`config.mk`:
```
export PLATFORM = sky130hd
export DESIGN_NAME = uart_cal_ctrl
export DESIGN_NICKNAME = d
export VERILOG_FILES = /design/src/rtl/uart_cal_ctrl.sv
export SDC_FILE = /design/constraint.sdc
export NUM_CORES = 1
export LEC_CHECK = 0
export BUFFER_PORTS_ARGS = -buffer_cell sky130_fd_sc_hd__buf_2
export CAP_MARGIN = 20
export CORE_MARGIN = 5
export CORE_UTILIZATION = 59
export DETAILED_ROUTE_END_ITERATION = 6
export PLACE_DENSITY = 0.8
export SETUP_SLACK_MARGIN = 0.1
export SLEW_MARGIN = 20
export SYNTH_ARGS = -nofsm -noshare
export SYNTH_HDL_FRONTEND = slang
export SYNTH_SLANG_ARGS = --single-unit
```
`constraint.sdc`:
```
create_clock -name clk -period 7.2 [get_ports clk]
set_clock_uncertainty 0.2 [all_clocks]
set_input_delay 0 -clock clk [delete_from_list [all_inputs] [get_ports clk]]
set_output_delay 0 -clock clk [all_outputs]
set_load 0.02 [all_outputs]
```
`src/rtl/uart_cal_ctrl.sv`:
```
// Command sequencer for the UART calculator: parses "A op B =" from rx,
// launches one ALU operation and streams the result (or "E") back out through tx.
module uart_cal_ctrl #(
    parameter int W       = 16,
    parameter int MAX_DIG = 5
) (
    input  logic         clk,
    input  logic         rst,
    input  logic [7:0]   rx_data,
    input  logic         rx_valid,
    output logic [W-1:0] op_a,
    output logic [W-1:0] op_b,
    output logic [1:0]   op_code,
    output logic         calc_start,
    input  logic         calc_done,
    input  logic [W-1:0] calc_result,
    input  logic         calc_err,
    output logic [7:0]   tx_data,
    output logic         tx_start,
    input  logic         tx_busy,
    output logic         overrun,
    output logic [2:0]   dbg_state
);

    // Handshakes: an rx byte is taken on the rising edge of the rx_valid level;
    // calc_start is a one-cycle launch answered later by a one-cycle calc_done;
    // tx_start is a one-cycle request issued only while tx_busy is low, and a
    // byte is complete once tx_busy has gone high and then low again.
    localparam int CW = $clog2(MAX_DIG + 1);
    localparam int AW = W + 4;

    typedef enum logic [2:0] {
        S_A    = 3'd0,
        S_B    = 3'd1,
        S_CALC = 3'd2,
        S_ERR  = 3'd3,
        S_TX   = 3'd4
    } state_t;

    typedef enum logic [1:0] {
        T_ISSUE   = 2'd0,
        T_WAIT_HI = 2'd1,
        T_WAIT_LO = 2'd2
    } tx_phase_t;

    state_t      state, state_n;
    tx_phase_t   phase, phase_n;
    logic [W-1:0] acc_a, acc_a_n, acc_b, acc_b_n;
    logic [CW-1:0] cnt, cnt_n;
    logic [1:0]  op_pend, op_pend_n;
    logic [W-1:0] op_a_n, op_b_n;
    logic [1:0]  op_code_n;
    logic [47:0] tx_buf, tx_buf_n;
    logic [2:0]  tx_left, tx_left_n;
    logic [7:0]  tx_data_n;
    logic        calc_start_n, tx_start_n, overrun_n;
    logic        rx_valid_q;

    logic        rx_acc;
    logic        is_digit, is_op, is_term, is_space;
    logic [1:0]  op_enc;
    logic [AW-1:0] acc_ext;
    logic        acc_ovf, cnt_full;
    logic [15:0] res16;

    function automatic logic [7:0] hex_char(input logic [3:0] n);
        return (n < 4'd10) ? (8'h30 + {4'h0, n}) : (8'h37 + {4'h0, n});
    endfunction

    assign rx_acc   = rx_valid && !rx_valid_q;
    assign is_digit = (rx_data >= 8'h30) && (rx_data <= 8'h39);
    assign is_op    = (rx_data == 8'h2B) || (rx_data == 8'h2D) ||
                      (rx_data == 8'h2A) || (rx_data == 8'h2F);
    assign is_term  = (rx_data == 8'h3D) || (rx_data == 8'h0D);
    assign is_space = (rx_data == 8'h20);
    assign res16    = 16'(calc_result);
    assign dbg_state = state;

    always_comb begin
        op_enc = 2'd0;
        case (rx_data)
            8'h2D:   op_enc = 2'd1;
            8'h2A:   op_enc = 2'd2;
            8'h2F:   op_enc = 2'd3;
            default: op_enc = 2'd0;
        endcase
    end

    // Widened accumulate so an out-of-range operand is rejected before it can wrap.
    assign acc_ext  = {4'h0, (state == S_A) ? acc_a : acc_b} * AW'(10) + AW'(rx_data[3:0]);
    assign acc_ovf  = |acc_ext[AW-1:W];
    assign cnt_full = (cnt == CW'(MAX_DIG));

    always_comb begin
        state_n      = state;
        phase_n      = phase;
        acc_a_n      = acc_a;
        acc_b_n      = acc_b;
        cnt_n        = cnt;
        op_pend_n    = op_pend;
        op_a_n       = op_a;
        op_b_n       = op_b;
        op_code_n    = op_code;
        tx_buf_n     = tx_buf;
        tx_left_n    = tx_left;
        tx_data_n    = tx_data;
        calc_start_n = 1'b0;
        tx_start_n   = 1'b0;
        overrun_n    = 1'b0;

        case (state)
            S_A, S_B: begin
                if (rx_acc) begin
                    if (is_digit) begin
                        if (acc_ovf || cnt_full) begin
                            state_n = S_ERR;
                        end else begin
                            if (state == S_A) acc_a_n = acc_ext[W-1:0];
                            else              acc_b_n = acc_ext[W-1:0];
                            cnt_n = cnt + CW'(1);
                        end
                    end else if (is_op) begin
                        if (state == S_A && cnt != '0) begin
                            op_pend_n = op_enc;
                            acc_b_n   = '0;
                            cnt_n     = '0;
                            state_n   = S_B;
                        end else begin
                            state_n = S_ERR;
                        end
                    end else if (is_term) begin
                        if (state == S_B && cnt != '0) begin
                            op_a_n       = acc_a;
                            op_b_n       = acc_b;
                            op_code_n    = op_pend;
                            calc_start_n = 1'b1;
                            state_n      = S_CALC;
                        end else begin
                            state_n = S_ERR;
                        end
                    end else if (!is_space) begin
                        state_n = S_ERR;
                    end
                end
            end
            S_CALC: begin
                overrun_n = rx_acc;
                if (calc_done) begin
                    if (calc_err) begin
                        state_n = S_ERR;
                    end else begin
                        tx_buf_n  = {hex_char(res16[15:12]), hex_char(res16[11:8]),
                                     hex_char(res16[7:4]), hex_char(res16[3:0]),
                                     8'h0D, 8'h0A};
                        tx_left_n = 3'd6;
                        phase_n   = T_ISSUE;
                        state_n   = S_TX;
                    end
                end
            end
            S_ERR: begin
                overrun_n = rx_acc;
                tx_buf_n  = {8'h45, 8'h0D, 8'h0A, 24'h0};
                tx_left_n = 3'd3;
                phase_n   = T_ISSUE;
                state_n   = S_TX;
            end
            S_TX: begin
                overrun_n = rx_acc;
                case (phase)
                    T_ISSUE: begin
                        if (!tx_busy) begin
                            tx_start_n = 1'b1;
                            tx_data_n  = tx_buf[47:40];
                            phase_n    = T_WAIT_HI;
                        end
                    end
                    T_WAIT_HI: begin
                        if (tx_busy) phase_n = T_WAIT_LO;
                    end
                    T_WAIT_LO: begin
                        if (!tx_busy) begin
                            tx_buf_n  = {tx_buf[39:0], 8'h00};
                            tx_left_n = tx_left - 3'd1;
                            phase_n   = T_ISSUE;
                            if (tx_left == 3'd1) begin
                                acc_a_n = '0;
                                acc_b_n = '0;
                                cnt_n   = '0;
                                state_n = S_A;
                            end
                        end
                    end
                    default: phase_n = T_ISSUE;
                endcase
            end
            default: state_n = S_A;
        endcase
    end

    always_ff @(posedge clk) begin
        if (rst) begin
            state      <= S_A;
            phase      <= T_ISSUE;
            acc_a      <= '0;
            acc_b      <= '0;
            cnt        <= '0;
            op_pend    <= 2'd0;
            op_a       <= '0;
            op_b       <= '0;
            op_code    <= 2'd0;
            tx_buf     <= '0;
            tx_left    <= 3'd0;
            tx_data    <= 8'h00;
            calc_start <= 1'b0;
            tx_start   <= 1'b0;
            overrun    <= 1'b0;
            rx_valid_q <= 1'b0;
        end else begin
            state      <= state_n;
            phase      <= phase_n;
            acc_a      <= acc_a_n;
            acc_b      <= acc_b_n;
            cnt        <= cnt_n;
            op_pend    <= op_pend_n;
            op_a       <= op_a_n;
            op_b       <= op_b_n;
            op_code    <= op_code_n;
            tx_buf     <= tx_buf_n;
            tx_left    <= tx_left_n;
            tx_data    <= tx_data_n;
            calc_start <= calc_start_n;
            tx_start   <= tx_start_n;
            overrun    <= overrun_n;
            rx_valid_q <= rx_valid;
        end
    end

endmodule

```
==> impl_results.md <==
* Sink Count at 121
* Seq pwr share at 37.8%
* DIE WIDTH at 117 um
* Hpwl dp at 12600 um
* Critical-path maximum fanout at 18
* Final min period at 6.68 ns
* Initial Utilization at 59.5%
* Ys Warns at 0
* DP Cell Count at 998
* Metal1 wirelength at 7590 um
* Worst Setup Slack, final at 0.524 ns
* Slowest cell on crit path: a2111oi_0
* Gr usage total at 28.1%
* CP Capture Type: flop
* Post-Synthesis Cells at 819
* CTS max path bufs at 2
* Pre-antenna DRT Iters at 6
* Critical-path cell list: or2_2 -> nor2_1 -> buf_4 -> mux2_2 -> ha_1 -> ha_1 -> fa_1 -> a211oi_1 -> o21ai_1 -> a21boi_0 -> xor2_1 -> or4b_4 -> or4_4 -> a2111oi_0 -> o32a_1 -> dlygate4sd3_1 -> nor3_1
* # port buffers at 76
* Post-DR wirelength/cell at 18.0 um
* Remaining global-route overflow at 0
* Met2 wire length at 9670 um
* Tightest Pin Transition at 0.995 ns
* RD Place Congestion at 0.908
* Seq/Total Area, Yosys at 36.0%
* Area grow syn2layout at 21.2%
* Slew HR at 33.1%
* Final clock period utilization by the worst path at 92.7%
* Worst setup path startpoint: dbg_state[1]
* Die area at 0.0136 sq mm
* Sw frac at 28.9%
* Commonest non-fill, non-tap cell in the layout: nand2_1
* Worst hold path class: input port to flop
* Initial antenna violation count at 0
* Source-to-sink clock delay at the later pin of the worst-skew pair at 0.42 ns
* Final max-slew violation count at 0
* Pre-CTS WS at 0.876 ns
* CTS clk-pin slew, worst paths at 0.06 ns
* Fin. Hold Viols at 0
* DIE HEIGHT at 117 um
* Number of setup violations in the final report at 0
* Internal power at 1.41 mW
* Hold path start: calc_result[5]
* Critical path startpoint category: flop
* CP dominant cell by count: ha_1
* # IOs at 78
* H-tree levels at 4
* Dominant register cell in the synthesized netlist: dfxtp_1
* Share of the synthesized area in the top cell type at 36.0%
* Post-CTS Setup Bufs at 0
* Crit Path Class: flop to flop
* Drt via density at 6.17
* Status: complete, no violations
* Arr. time, crit path at 6.76 ns
* Highest routed layer: met4
* NetSw at 0.572 mW
* Layout Cells excl Fill at 1069
* Fillers at 854
* Yosys reg bits at 121
* DR DRC count at 0
* Met3 routed WL at 1150 um
* Synth area leader: dfxtp_1
* Async set-or-reset flop fraction in the synthesized netlist at 0%
* Post-Syn Area at 0.00673 sq mm
* Nets at 985
* Power Density at 242 mW/mm^2
* Max Freq at 150 MHz
* Crit path required time at 7.28 ns
* Core region area at 0.0113 sq mm
* Clock power frac at 44.4%
* Number of global-route vias before repair at 6505
* CTS tree: built
* Post-CTS Hold Fix Bufs at 39
* CTS buffer count at 17
* Synth Area per Inst at 8.22 sq um
* Fin Hold WS at 0.0177 ns
* Mapped Nets at 891
* Max-Cap Viols at 0
* Post_cts resized at 0
* DR iter-0 viols at 616
* Leakage at 3.42 nW
* Share of cells above drive strength 1 at 16.3%
* Cell Rows at 39
* Root buffer cell: clkbuf_16
* Drt total wl at 19300 um
* Peak supply drop at 0.000227 V
* RR Startpoint: dbg_state[1]
* Post-synth EDFFs at 0
* Area contributors post-synth: dfxtp_1 (36%), ha_1 (7.4%), nand2_1 (6.9%)
* Yosys cell types at 69
* First-pass GRT wire length at 30500 um
* Slowest stage delay, CP at 0.79 ns
* Antenna-violating nets left at 0
* Antenna Cells at 0
* Largest net degree at the start of global routing at 67
* Commonest non-fill, non-tap cells in the layout: nand2_1 (123), dfxtp_1 (121), buf_2 (75)
* Gate power share at 17.8%
* Setup TNS at 0 ns
* DR vias at 6598
* RSZ-0062 raised after global routing: false
-- power by group through the flow --
stage / Combinational [mW] / Sequential, mW / Clock [mW]
after detailed placement: 0.313 / 0.759 / 0
after global routing: 0.382 / 0.753 / 0.906
after CTS: 0.339 / 0.745 / 0.874
final: 0.351 / 0.748 / 0.878
after global placement: 0.305 / 0.755 / 0
after floorplan: 0.239 / 0.750 / 0
-- per-stage QoR --
step	cell area (sq um)	utilization, %	power, mW
3_5_place_dp	7150	63.2	1.07
3_3_place_gp	7150	63.2	1.06
6_report	8160	72.0	1.98
5_1_grt	8160	72.0	2.04
2_1_floorplan	6730	-	0.989
4_1_cts	8150	72.0	1.96
-- logic make-up (layout without fill, tap and decap cells) --
family,count (synthesis),count (layout),share of synthesized area (%)
flip-flops,121,121,36.0
buffers and inverters,85,192,5.00
multiplexers,41,41,6.80
adder cells (fa/ha/maj),42,42,8.03
other,1,1,0.0557
AO/OA/AOI/OAI,206,206,20.3
XOR/XNOR,25,25,3.25
AND/OR/NAND/NOR,298,298,20.6
-- worst max-delay path, delay by kind of cell (launching register included) --
| kind | cells | cell delay, ns |
|---|---|---|
| buffers and inverters | 2 | 0.84 |
| xor gates and xnor gates | 1 | 0.16 |
| AOI/OAI and AO/OA | 5 | 1.81 |
| muxes | 1 | 0.42 |
| DFF | 1 | 0.40 |
| adders and majority gates | 3 | 0.96 |
| and+or+nand+nor | 5 | 1.72 |
-- flip-flops by register name (all words and copies together) (netlist names), 2 cells and up --
register / flops
op_a: 16
acc_a: 16
op_pend: 2
tx_left: 3
op_code: 2
op_b: 16
tx_buf: 31
tx_data: 7
phase: 2
cnt: 3
acc_b: 16
dbg_state: 3
-- cell type report --
cell class / instances / area (sq um) / share of cell area [%]
Multi-Input combinational cell: 613 / 3980 / 48.8
Sequential cell: 121 / 2420 / 29.7
Timing Repair Buffer: 121 / 818 / 10.0
Clock buffer: 21 / 460 / 5.65
Tap cell: 143 / 179 / 2.19
Clock inverter: 11 / 146 / 1.79
Inverter: 39 / 146 / 1.79
-- worst paths after layout --
| check | endpoint | slack, ns | cells past startpoint |
|---|---|---|---|
| max reg2reg | dbg_state[1] | 0.52 | 17 |
| min reg2reg | overrun | 0.24 | 1 |
| max | dbg_state[1] | 0.52 | 17 |
| min | tx_buf[24] | 0.02 | 5 |
-- cells in the mapped netlist (all sizes together), types with 3 or more instances --
cell type and count:
nand2 124, dfxtp 121, nor2 72, a21oi 71, clkbuf 41, ha 40
inv 39, o21ai 34, mux2 26, nor3 26, nor2b 19, o32ai 16
mux2i 15, xor2 13, a221oi 12, xnor2 12, o211ai 11, a211oi 9
nand2b 9, and3 8, nand3 8, a21o 7, o21a 7, a2111oi 5
buf 5, nand4 4, nor4b 4, o221ai 4, o31ai 4, or3 4
or4 4, a311oi 3, a31oi 3, and2 3, or4b 3
-- per-layer routing --
layer / up-vias / global-route usage [%]
li1: 3098 / -
met1: 3110 / 31.4
met2: 303 / 50.4
met3: 87 / 6.02
met4: 0 / 14.1
met5: - / 0
Note: power is estimated with default switching activity, not from simulation.
